[src/rtl/mac_pkg.sv]
// Shared widths and arithmetic helpers for the MAC datapath and the PE array.
package mac_pkg;

   localparam int LANES_DEF = 4;
   localparam int A_W_DEF   = 8;
   localparam int B_W_DEF   = 8;
   localparam int ACC_W_DEF = 32;
   localparam int MAX_W     = 64;

   typedef struct packed {
      logic             sat;
      logic [MAX_W-1:0] sum;
   } sat_res_t;

   function automatic int p_w(input int a_w, input int b_w);
      return a_w + b_w;
   endfunction

   function automatic int t_w(input int p, input int lanes);
      return p + $clog2(lanes);
   endfunction

   // Adds two sign-extended operands one bit wider than MAX_W, then clamps to acc_w bits.
   function automatic sat_res_t sat_add(input logic signed [MAX_W-1:0] acc_v,
                                        input logic signed [MAX_W-1:0] x,
                                        input int                      acc_w);
      logic signed [MAX_W:0] s;
      logic signed [MAX_W:0] one;
      logic signed [MAX_W:0] hi;
      logic signed [MAX_W:0] lo;
      sat_res_t              r;
      one    = '0;
      one[0] = 1'b1;
      s      = {acc_v[MAX_W-1], acc_v} + {x[MAX_W-1], x};
      hi     = (one <<< (acc_w - 1)) - one;
      lo     = -(one <<< (acc_w - 1));
      r.sat  = 1'b0;
      r.sum  = s[MAX_W-1:0];
      if (s > hi) begin
         r.sat = 1'b1;
         r.sum = hi[MAX_W-1:0];
      end else if (s < lo) begin
         r.sat = 1'b1;
         r.sum = lo[MAX_W-1:0];
      end
      return r;
   endfunction

endpackage

[src/rtl/mac_add_tree.sv]
// Combinational signed adder tree; missing leaves of a non-power-of-two lane count are zero.
module mac_add_tree
   import mac_pkg::*;
#(
   parameter  int LANES = LANES_DEF,
   parameter  int P_W   = p_w(A_W_DEF, B_W_DEF),
   localparam int T_W   = t_w(P_W, LANES)
) (
   input  logic [LANES*P_W-1:0] prod,
   output logic signed [T_W-1:0] sum
);

   localparam int N = 1 << $clog2(LANES);

   logic signed [T_W-1:0] node [2*N-1];

   // Heap layout: leaves at N-1..2N-2, node k sums children 2k+1 and 2k+2.
   always_comb begin
      // NOTE: every node gets a default before the loops so no path leaves it unassigned.
      for (int i = 0; i < 2*N-1; i++) node[i] = '0;
      for (int i = 0; i < LANES; i++) node[N-1+i] = T_W'(signed'(prod[i*P_W +: P_W]));
      for (int k = N-2; k >= 0; k--) node[k] = node[2*k+1] + node[2*k+2];
      sum = node[0];
   end

endmodule

[src/rtl/mac_dot_pipe.sv]
// Three-stage signed dot-product accumulator: multiply, reduce, accumulate with framing.
module mac_dot_pipe
   import mac_pkg::*;
#(
   parameter int LANES = LANES_DEF,
   parameter int A_W   = A_W_DEF,
   parameter int B_W   = B_W_DEF,
   parameter int ACC_W = ACC_W_DEF,
   parameter int SAT   = 0
) (
   input  logic                    clk,
   input  logic                    rst_n,
   input  logic                    clr,
   input  logic                    in_valid,
   input  logic                    in_last,
   input  logic [LANES*A_W-1:0]    a,
   input  logic [LANES*B_W-1:0]    b,
   output logic signed [ACC_W-1:0] acc,
   output logic                    out_valid,
   output logic signed [ACC_W-1:0] out_acc,
   output logic                    sat_flag,
   output logic                    busy
);

   localparam int P_W = p_w(A_W, B_W);
   localparam int T_W = t_w(P_W, LANES);

   logic [LANES*P_W-1:0]    prod_c;
   logic [LANES*P_W-1:0]    s1_prod;
   logic                    s1_valid, s1_last;
   logic                    s2_valid, s2_last;
   logic signed [T_W-1:0]   tree_sum, s2_sum;
   logic signed [ACC_W-1:0] acc_nxt;
   logic                    sat_hit;
   logic                    in_frame;
   sat_res_t                sat_r;
   logic                    unused_sat;

   always_comb begin
      prod_c = '0;
      for (int i = 0; i < LANES; i++)
         prod_c[i*P_W +: P_W] = P_W'(signed'(a[i*A_W +: A_W])) * P_W'(signed'(b[i*B_W +: B_W]));
   end

   mac_add_tree #(
      .LANES (LANES),
      .P_W   (P_W)
   ) u_tree (
      .prod (s1_prod),
      .sum  (tree_sum)
   );

   // NOTE: non-blocking so each stage captures the previous stage's pre-edge value.
   always_ff @(posedge clk or negedge rst_n) begin
      if (!rst_n) begin
         s1_valid <= 1'b0;
         s1_last  <= 1'b0;
         s1_prod  <= '0;
         s2_valid <= 1'b0;
         s2_last  <= 1'b0;
         s2_sum   <= '0;
      end else if (clr) begin
         s1_valid <= 1'b0;
         s1_last  <= 1'b0;
         s2_valid <= 1'b0;
         s2_last  <= 1'b0;
      end else begin
         s1_valid <= in_valid;
         s1_last  <= in_valid & in_last;
         if (in_valid) s1_prod <= prod_c;
         s2_valid <= s1_valid;
         s2_last  <= s1_valid & s1_last;
         if (s1_valid) s2_sum <= tree_sum;
      end
   end

   // The saturating path adds the full-width tree sum so overflow beyond ACC_W is still seen.
   always_comb begin
      sat_r = sat_add(MAX_W'(acc), MAX_W'(s2_sum), ACC_W);
      if (SAT != 0) begin
         acc_nxt = sat_r.sum[ACC_W-1:0];
         sat_hit = sat_r.sat;
      end else begin
         acc_nxt = acc + ACC_W'(s2_sum);
         sat_hit = 1'b0;
      end
   end

   assign unused_sat = ^sat_r;

   always_ff @(posedge clk or negedge rst_n) begin
      if (!rst_n) begin
         acc       <= '0;
         out_acc   <= '0;
         out_valid <= 1'b0;
         sat_flag  <= 1'b0;
         in_frame  <= 1'b0;
      end else if (clr) begin
         acc       <= '0;
         out_valid <= 1'b0;
         sat_flag  <= 1'b0;
         in_frame  <= 1'b0;
      end else begin
         out_valid <= s2_valid & s2_last;
         if (s2_valid) begin
            acc      <= s2_last ? '0 : acc_nxt;
            sat_flag <= in_frame ? (sat_flag | sat_hit) : sat_hit;
            in_frame <= ~s2_last;
            if (s2_last) out_acc <= acc_nxt;
         end
      end
   end

   assign busy = s1_valid | s2_valid;

`ifndef SYNTHESIS
   a_no_x_inputs : assert property (@(posedge clk) disable iff (!rst_n)
      in_valid |-> !$isunknown({a, b}));
   a_strobe_pairs : assert property (@(posedge clk) disable iff (!rst_n)
      out_valid |=> (!out_valid || $past(s2_last)));
   a_clr_zero_acc : assert property (@(posedge clk) disable iff (!rst_n)
      clr |=> (acc == '0));
`endif

endmodule

[config.mk]
export PLATFORM = sky130hd
export DESIGN_NAME = mac_dot_pipe
export DESIGN_NICKNAME = d
export VERILOG_FILES = /design/src/rtl/mac_pkg.sv /design/src/rtl/mac_add_tree.sv /design/src/rtl/mac_dot_pipe.sv
export SDC_FILE = /design/constraint.sdc
export NUM_CORES = 1
export LEC_CHECK = 0
export CORE_UTILIZATION = 30
export DETAILED_ROUTE_END_ITERATION = 6
export GPL_TIMING_DRIVEN = 0
export PLACE_DENSITY_LB_ADDON = 0.2
export SLEW_MARGIN = 20
export SYNTH_ARGS = -nofsm -noshare
export SYNTH_HDL_FRONTEND = slang
export SYNTH_SLANG_ARGS = --single-unit
[constraint.sdc]
create_clock -name clk -period 5.73 [get_ports clk]
set_input_delay 1.719 -clock clk [delete_from_list [all_inputs] [get_ports clk]]
set_output_delay 1.719 -clock clk [all_outputs]
set_load 0.05 [all_outputs]
Word-level counts from Yosys, hierarchy flattened --
Index checks and enable logic that the tools add are counted.
Operators by class: add/sub/neg operators 4, $mul 4, equality and inequality tests 1, mux-type cells 13, bitwise operators 6, reductions and logical operators 5
Operator list (count):
- $mux W32 | 3
- $mul A8 B8 Y16 | 4
- $add A16 B16 Y17 | 2
- $add A32 B18 Y32 | 1
- $add A18 B18 Y18 | 1
- $mux W1 | 10
- $reduce_and A2 Y1 | 3
- $and A1 B1 Y1 | 3
- $reduce_and A3 Y1 | 1
- $ne A2 B2 Y1 const B | 1
- $not A1 Y1 | 2
- $reduce_bool A2 Y1 | 1
- $or A1 B1 Y1 | 1
Storage, ports and cells: bits in registers 153, bits of input ports 69, output and inout bits 67, word-level logic and storage cells 44

Longest topological paths before layout --
Gate-level depths: netlist of the first run.
word-level depth 4, depth in mapped cells 19, gate-level depth less buffers 19

Hierarchy --
Synthesis of the first run repeated with hierarchy kept, for this count alone.
Second synthesis, totals: cell total of the unflattened synthesis 2049, area total of the unflattened synthesis 18911.9 µm²
Modules (own cells, without submodules):
- mac_dot_pipe | times used 1, cells an instance 1831, area an instance 17189.0 µm², sequential area each 3778.6 µm²
- mac_add_tree | times used 1, cells an instance 218, area an instance 1722.9 µm², sequential area each 0.0 µm²

Worst setup path before layout of the first run --
OpenSTA, ideal clock, no wires.
kind input-to-reg, from in a[5], to reg s1_prod[14], library setup time 0.095 ns, arrival 5.568 ns, data required time 5.635 ns, slack 0.067 ns, stages on the path 18, cell sequence and2_1 > fa_1 > inv_1 > fa_1 > inv_1 > fa_1 > inv_1 > fa_1 > inv_1 > ha_1 > o21ai_0 > a21boi_0 > o21ai_0 > a21boi_0 > o21ai_0 > a211oi_1 > nor3_1 > o31ai_1
On the way: longest elaborated chain between the ends 1
RTL lines:
- start: declaration | line mac_dot_pipe.sv:16 | input logic [LANES*A_W-1:0] a,
- $mul A8 B8 Y16 | line mac_dot_pipe.sv:42 | prod_c[i*P_W +: P_W] = P_W'(signed'(a[i*A_W +: A_W])) * P_W'(signed'(b[i*B_W +: B_W]));
- end signal: assignment | line mac_dot_pipe.sv:70 | if (in_valid) s1_prod <= prod_c;
- end: declaration | line mac_dot_pipe.sv:29 | logic [LANES*P_W-1:0] s1_prod;
Every way passes these cells. A chain may end at the register's enable or synchronous reset.

Worst setup path in the final report of the first run --
from in a[28], to reg s1_prod[62]
Same word-level chain as after synthesis.

==> results of run 1 <==
==> state kept, by name, indices dropped and copies added, names as in the netlist <==
name,flops
s1_prod,64
out_valid,1
out_acc,32
s2_valid,1
s2_last,1
s1_valid,1
s2_sum,18
acc,32
s1_last,1
==> worst min path at each step <==
stage / startpoint / end / cells after the start
floorplan: s1_last / s2_last / 1
global placement: s1_last / s2_last / 1
detailed placement: s1_last / s2_last / 1
CTS: s1_last / s2_last / 1
global route: s1_last / s2_last / 1
finish: s1_last / s2_last / 1
==> cells in the mapped netlist, drive strengths merged (4+ instances only) <==
cell | number | area share [%]
xnor2 | 70 | 3.3
nand2b | 23 | 0.76
nor2 | 66 | 1.3
clkbuf | 27 | 0.54
nor3 | 28 | 0.74
xor2 | 44 | 2.0
or3 | 4 | 0.13
nor2b | 31 | 1.0
o31ai | 20 | 0.82
o21bai | 9 | 0.36
o21ba | 4 | 0.21
a31oi | 8 | 0.27
a21boi | 11 | 0.44
ha | 196 | 13
a21o | 20 | 0.82
o41ai | 5 | 0.23
o21a | 16 | 0.64
mux2 | 5 | 0.30
inv | 372 | 7.4
a221oi | 5 | 0.27
a21oi | 60 | 1.7
a22o | 4 | 0.19
nand3 | 26 | 0.69
a211oi | 10 | 0.43
a2111oi | 6 | 0.35
o22ai | 7 | 0.27
fa | 224 | 24
o21ai | 144 | 3.8
or2 | 5 | 0.17
and3 | 18 | 0.61
nand3b | 4 | 0.16
and2 | 172 | 5.7
nand2 | 258 | 5.1
dfrtp | 151 | 20
buf | 6 | 0.16
==> cell type report <==
cell class | instances | area (µm²) | area share (%)
inverter | 372 | 1400 | 6.35
buffer | 33 | 133 | 0.603
clock buffer | 18 | 439 | 2.00
clock inverter | 14 | 213 | 0.967
multi-input combinational | 1545 | 13700 | 62.2
tap | 837 | 1050 | 4.76
sequential | 151 | 3780 | 17.2
timing repair buffer | 142 | 1310 | 5.97
==> metrics by stage <==
step           total power [mW]  instances  utilization [%]  TNS (ps)
2_1_floorplan              7.43       2101                -         0
3_3_place_gp               9.21       3072             34.3   -521500
3_5_place_dp               9.31       3073             34.4    -16850
4_1_cts                    10.7       3110             35.4     -50.1
5_1_grt                    12.0       3112             35.6     -66.6
6_report                   10.8       3112             35.6         0
==> power by group through the flow <==
| stage | clock, mW | sequential [mW] | combinational [mW] |
|---|---|---|---|
| final | 1.27 | 1.60 | 7.89 |
| after global routing | 1.34 | 1.64 | 9.00 |
| after CTS | 1.30 | 1.61 | 7.79 |
| after detailed placement | 0 | 1.63 | 7.68 |
| after global placement | 0 | 1.62 | 7.58 |
| after floorplan | 0 | 1.62 | 5.80 |
==> logic make-up (layout without fill, tap and decap cells) <==
group,Yosys count,count (layout),synth area share [%]
adder cells (fa/ha/maj),420,420,36.8
multiplexers,7,7,0.405
AO/OA/AOI/OAI,354,354,12.2
AND/OR/NAND/NOR,649,649,17.1
buffers and inverters,405,579,8.12
XOR/XNOR,114,114,5.30
other,1,1,0.0199
flip-flops,151,151,20.1
==> layout by cell type (no fill, tap or decap), types with 28 or more instances in the layout <==
master	count
nand2_1	258
ha_1	194
xnor2_1	69
clkdlybuf4s50_1	69
xor2_1	44
inv_1	371
o21ai_0	118
nor3_1	28
a21oi_1	55
nor2_1	66
nor2b_1	30
fa_1	224
dfrtp_1	151
and2_1	170
==> layer usage <==
| metal | GRT usage (%) | wire [µm] | vias up |
|---|---|---|---|
| li1 | - | - | 7077 |
| met1 | 18.9 | 20200 | 7083 |
| met2 | 27.2 | 23400 | 186 |
| met3 | 1.66 | 1110 | 52 |
| met4 | 3.88 | 875 | 0 |
| met5 | 0 | 0 | - |
==> repair_timing <==
item	CTS	global route
pin swaps	8	8
endpoints found under the setup margin	20	16
gates resized for setup	118	79
setup buffers	5	2
==> flow_summary.toml, run 1 <==
[sta]
min_period_over_period_pct = 96.9
timing.final.ws_setup_ps = 178
grt_setup_unrepaired = "yes"
hold_viol = 0
setup_viol = 0
fin_crit_ps = 5550
fin_skew_ps = 12.7
hold_slack_ps = 452
max_freq_mhz = 180
slew_headroom_pct = 33.8
drv_slew = 0
tightest_slew_ps = 968

[setup_path]
cp.required_ps = 6070
cp_num_buf_inv = 5
crit_end = "s1_prod[62]"
crit_arrival_ps = 5900
crit_family = "adder cells"
crit_start = "a[28]"
max_stage_delay_ps = 520
path_class = "in2reg"
r2r_cells = 18
slowest_stage = "fa_1"
rrSetupSlack_ps = 960
cp-start-kind = "input port"
reg2reg_to = "s2_sum[15]"
worst-path-stages = 19
path_cells = "clkdlybuf4s15_2 -> and2_1 -> fa_1 -> inv_1 -> fa_1 -> inv_1 -> fa_1 -> inv_1 -> fa_1 -> inv_1 -> ha_1 -> o21ai_1 -> a21boi_2 -> o21ai_2 -> a21oi_2 -> o21ai_2 -> a211oi_2 -> nor3_1 -> o31ai_1"
end_kind = "flop"
cp_max_fo = 8
r2r-start = "s1_prod[32]"

[layout]
final_nets = 2751
fillers = 6326
area_delta_synth_final_pct = 16.8
n_antenna_cell = 0
stdcell_area_um2 = 22000
drive_above_1_share_pct = 6.68

[run]
max_cap_viol_count = 0

[place]
gp_congestion = 0.861
numPortBuffers = 134
pre_cts_ws_ps = -1040
place_hpwl_um = 38400
place_area_um2 = 21300

[logic_synthesis]
syn_nets = 2590
ys_seq_area_share_pct = 20.1
ys_ff_latch = 151
ys.flop_type = "dfrtp_1"
syn-cell-area_um2 = 18800
synth_area_per_cell_um2 = 8.96
yosys_warnings = 0
synthArstFlopShare_pct = 100
postSynthCellCount = 2101
ys_types = 78
synth_edf_count = 0

[cts]
numCtsBuffers = 17
cts_tree = "built"
insertion_delay_ps = 440
cts_max_level = 4
cts_root_buf = "clkbuf_16"
cts_hold_buf = 0
clock_path_buffers = 2
cts_sinks = 151
clk_pin_slew_ps = 70

[floorplanning]
die_w_um = 253
coreArea_um2 = 61800
fp.dieArea_um2 = 63800
rows = 91
floorplan.initialDensity_pct = 30.5
die_h_um = 253
ios = 136

[power]
vdd_ir_drop_max_uv = 343
seqPwrFrac_pct = 14.9
switching_share_pct = 49.0
clockPowerShare_pct = 11.8
p_switching_mw = 5.27
p_per_area_nw_per_um2 = 489
p_int_mw = 5.49
pwr-share-comb_pct = 73.4
power.leakage_nw = 10.7

[worst_hold_path]
worstHoldPathType = "reg2reg"

[drt]
first_pass_iters = 5
wl_per_cell_um = 14.7
viasPerCell = 4.63
drtAntennaViolNets = 0
drc_errors = 0
drt_iter0_drc = 538
vias = 14400
routed_wl_um = 45600

[grt]
grt_pass1_wl_um = 77300
antenna_found_initial = 0
grt_max_degree = 91
grt_overflow = 0
grt_use_total_pct = 15.0
grt_pass1_vias = 15300

[status]
status = "completed"
No activity file was read; power rests on OpenSTA's default activity.
==> run 2, diff against run 1 <==
Settings changed: MAX_ROUTING_LAYER set to met4, SLEW_MARGIN 20 to not set.
==> flow_summary.toml, run 2 (same netlist as run 1, synthesis figures left out) <==
[floorplanning]
die_w_um = 253
ios = 136
coreArea_um2 = 61800
rows = 91
floorplan.initialDensity_pct = 30.5
fp.dieArea_um2 = 63800
die_h_um = 253

[drt]
drtAntennaViolNets = 0
drc_errors = 0
vias = 14500
routed_wl_um = 46000
wl_per_cell_um = 14.8
viasPerCell = 4.66
drt_iter0_drc = 549
first_pass_iters = 6

[place]
place_hpwl_um = 38500
gp_congestion = 0.872
placed_cells = 3073
numPortBuffers = 134
pre_cts_ws_ps = -1020

[setup_path]
crit_arrival_ps = 5820
cp.required_ps = 6030
path_class = "in2reg"
end_kind = "flop"
cp_max_fo = 8
cp-start-kind = "input port"

[sta]
min_period_over_period_pct = 96.3
tns_ps = 0
timing.final.ws_setup_ps = 214
setup_viol = 0
tightest_slew_ps = 1110
fin_skew_ps = 8.48
drv_slew = 0
hold_viol = 0
slew_headroom_pct = 25.6
fin_crit_ps = 5520
grt_setup_unrepaired = "yes"
max_freq_mhz = 181

[power]
switching_share_pct = 49.1
clockPowerShare_pct = 11.2
power.leakage_nw = 10.6
vdd_ir_drop_max_uv = 438
seqPwrFrac_pct = 15.0
p_switching_mw = 5.23
pwr-share-comb_pct = 73.8
p_per_area_nw_per_um2 = 488
p_int_mw = 5.42

[cts]
cts_max_level = 4
insertion_delay_ps = 450
clock_path_buffers = 2
cts_sinks = 151
cts_root_buf = "clkbuf_16"
numCtsBuffers = 17
cts_tree = "built"
cts_hold_buf = 0
clk_pin_slew_ps = 60

[status]
status = "completed"

[grt]
antenna_found_initial = 0
grt_max_degree = 86
grt_use_total_pct = 15.6
grt_pass1_vias = 15200
grt_pass1_wl_um = 77200
grt_overflow = 0

[layout]
final_nets = 2748
drive_above_1_share_pct = 6.87
largest_reg_flops = 64
fin_cells = 3108
largest-register = "s1_prod"
n_antenna_cell = 0
area_delta_synth_final_pct = 15.9
layout_common_cells = "371 x inv_1, 258 x nand2_1, 223 x fa_1"
reg.largest.list = "s1_prod: 64 flops, acc: 32 flops, out_acc: 32 flops"
layout_commonest_cell = "inv_1"

[worst_hold_path]
worstHoldPathType = "reg2reg"

[run]
max_cap_viol_count = 0
## run 2: cell count changes in the layout (fill, tap and decap cells not counted), sizes merged
| cell | delta |
|---|---|
| clkbuf | +18 |
| clkdlybuf4s15 | -8 |
| clkinvlp | +1 |
| inv | -5 |
| buf | -2 |
| clkinv | +1 |
| dlygate4sd2 | -8 |
| bufinv | -1 |
## run 2: worst paths after layout
path | depth (start not counted) | endpoint | slack, ps | from
hold / removal | 1 | s2_last | 450 | s1_last
setup reg to reg | 18 | s2_sum[15] | 1020 | s1_prod[32]
hold reg to reg | 1 | s2_last | 450 | s1_last
min in group asynchronous | 1 | out_acc[25] | 1320 | rst_n
setup / recovery | 18 | s1_prod[31] | 210 | b[11]
max in group asynchronous | 2 | s1_prod[12] | 3560 | rst_n
## run 2: power by group through the flow
| stage | Clock, mW | Sequential, mW | Combinational, mW |
|---|---|---|---|
| 3_5_place_dp | 0 | 1.63 | 7.68 |
| 5_1_grt | 1.26 | 1.64 | 8.95 |
| 2_1_floorplan | 0 | 1.62 | 5.80 |
| 6_report | 1.20 | 1.60 | 7.85 |
| 3_3_place_gp | 0 | 1.62 | 7.59 |
| 4_1_cts | 1.23 | 1.61 | 7.77 |
## run 2: stage by stage
stage / hold slack, ps / power [mW] / utilization [%] / instance area (µm²)
6_report: 453 / 10.6 / 35.3 / 21800
5_1_grt: 476 / 11.9 / 35.3 / 21800
4_1_cts: 459 / 10.6 / 35.3 / 21800
3_5_place_dp: 444 / 9.31 / 34.4 / 21200
3_3_place_gp: 435 / 9.22 / 34.3 / 21200
2_1_floorplan: 428 / 7.43 / - / 18800
## run 2: timing repair
action | CTS | global route
pin swaps | 8 | 14
endpoints found under the setup margin | 19 | 15
gates resized for setup | 106 | 110
buffers inserted | 3 | 1
## run 2: final cells by class
| cell class | count | area [µm²] |
|---|---|---|
| Clock inverter | 10 | 145 |
| Buffer | 33 | 133 |
| Fill cell | 6414 | 40000 |
| Tap cell | 837 | 1050 |
| Inverter | 372 | 1400 |
| Clock buffer | 21 | 470 |
| Multi-Input combinational cell | 1545 | 13600 |
| Sequential cell | 151 | 3780 |
| Timing Repair Buffer | 139 | 1210 |
## run 2: critical path: stages
cell and delay, ps:
clkdlybuf4s15_2 270, and2_1 210, fa_1 500, inv_1 50, fa_1 530, inv_1 50
fa_1 470, inv_1 50, fa_1 490, inv_1 50, ha_1 310, nand2b_1 80
a21boi_1 80, o22ai_1 240, o21ai_2 110, o41ai_2 270, xnor2_1 230, o21ai_0 120
## run 2: per-layer routing
metal,part of all wire (%),up-vias,track usage (%)
li1,-,7061,-
met1,44,7153,19.1
met2,51,208,27.2
met3,2.8,46,1.70
met4,1.8,0,3.77
met5,0,-,-
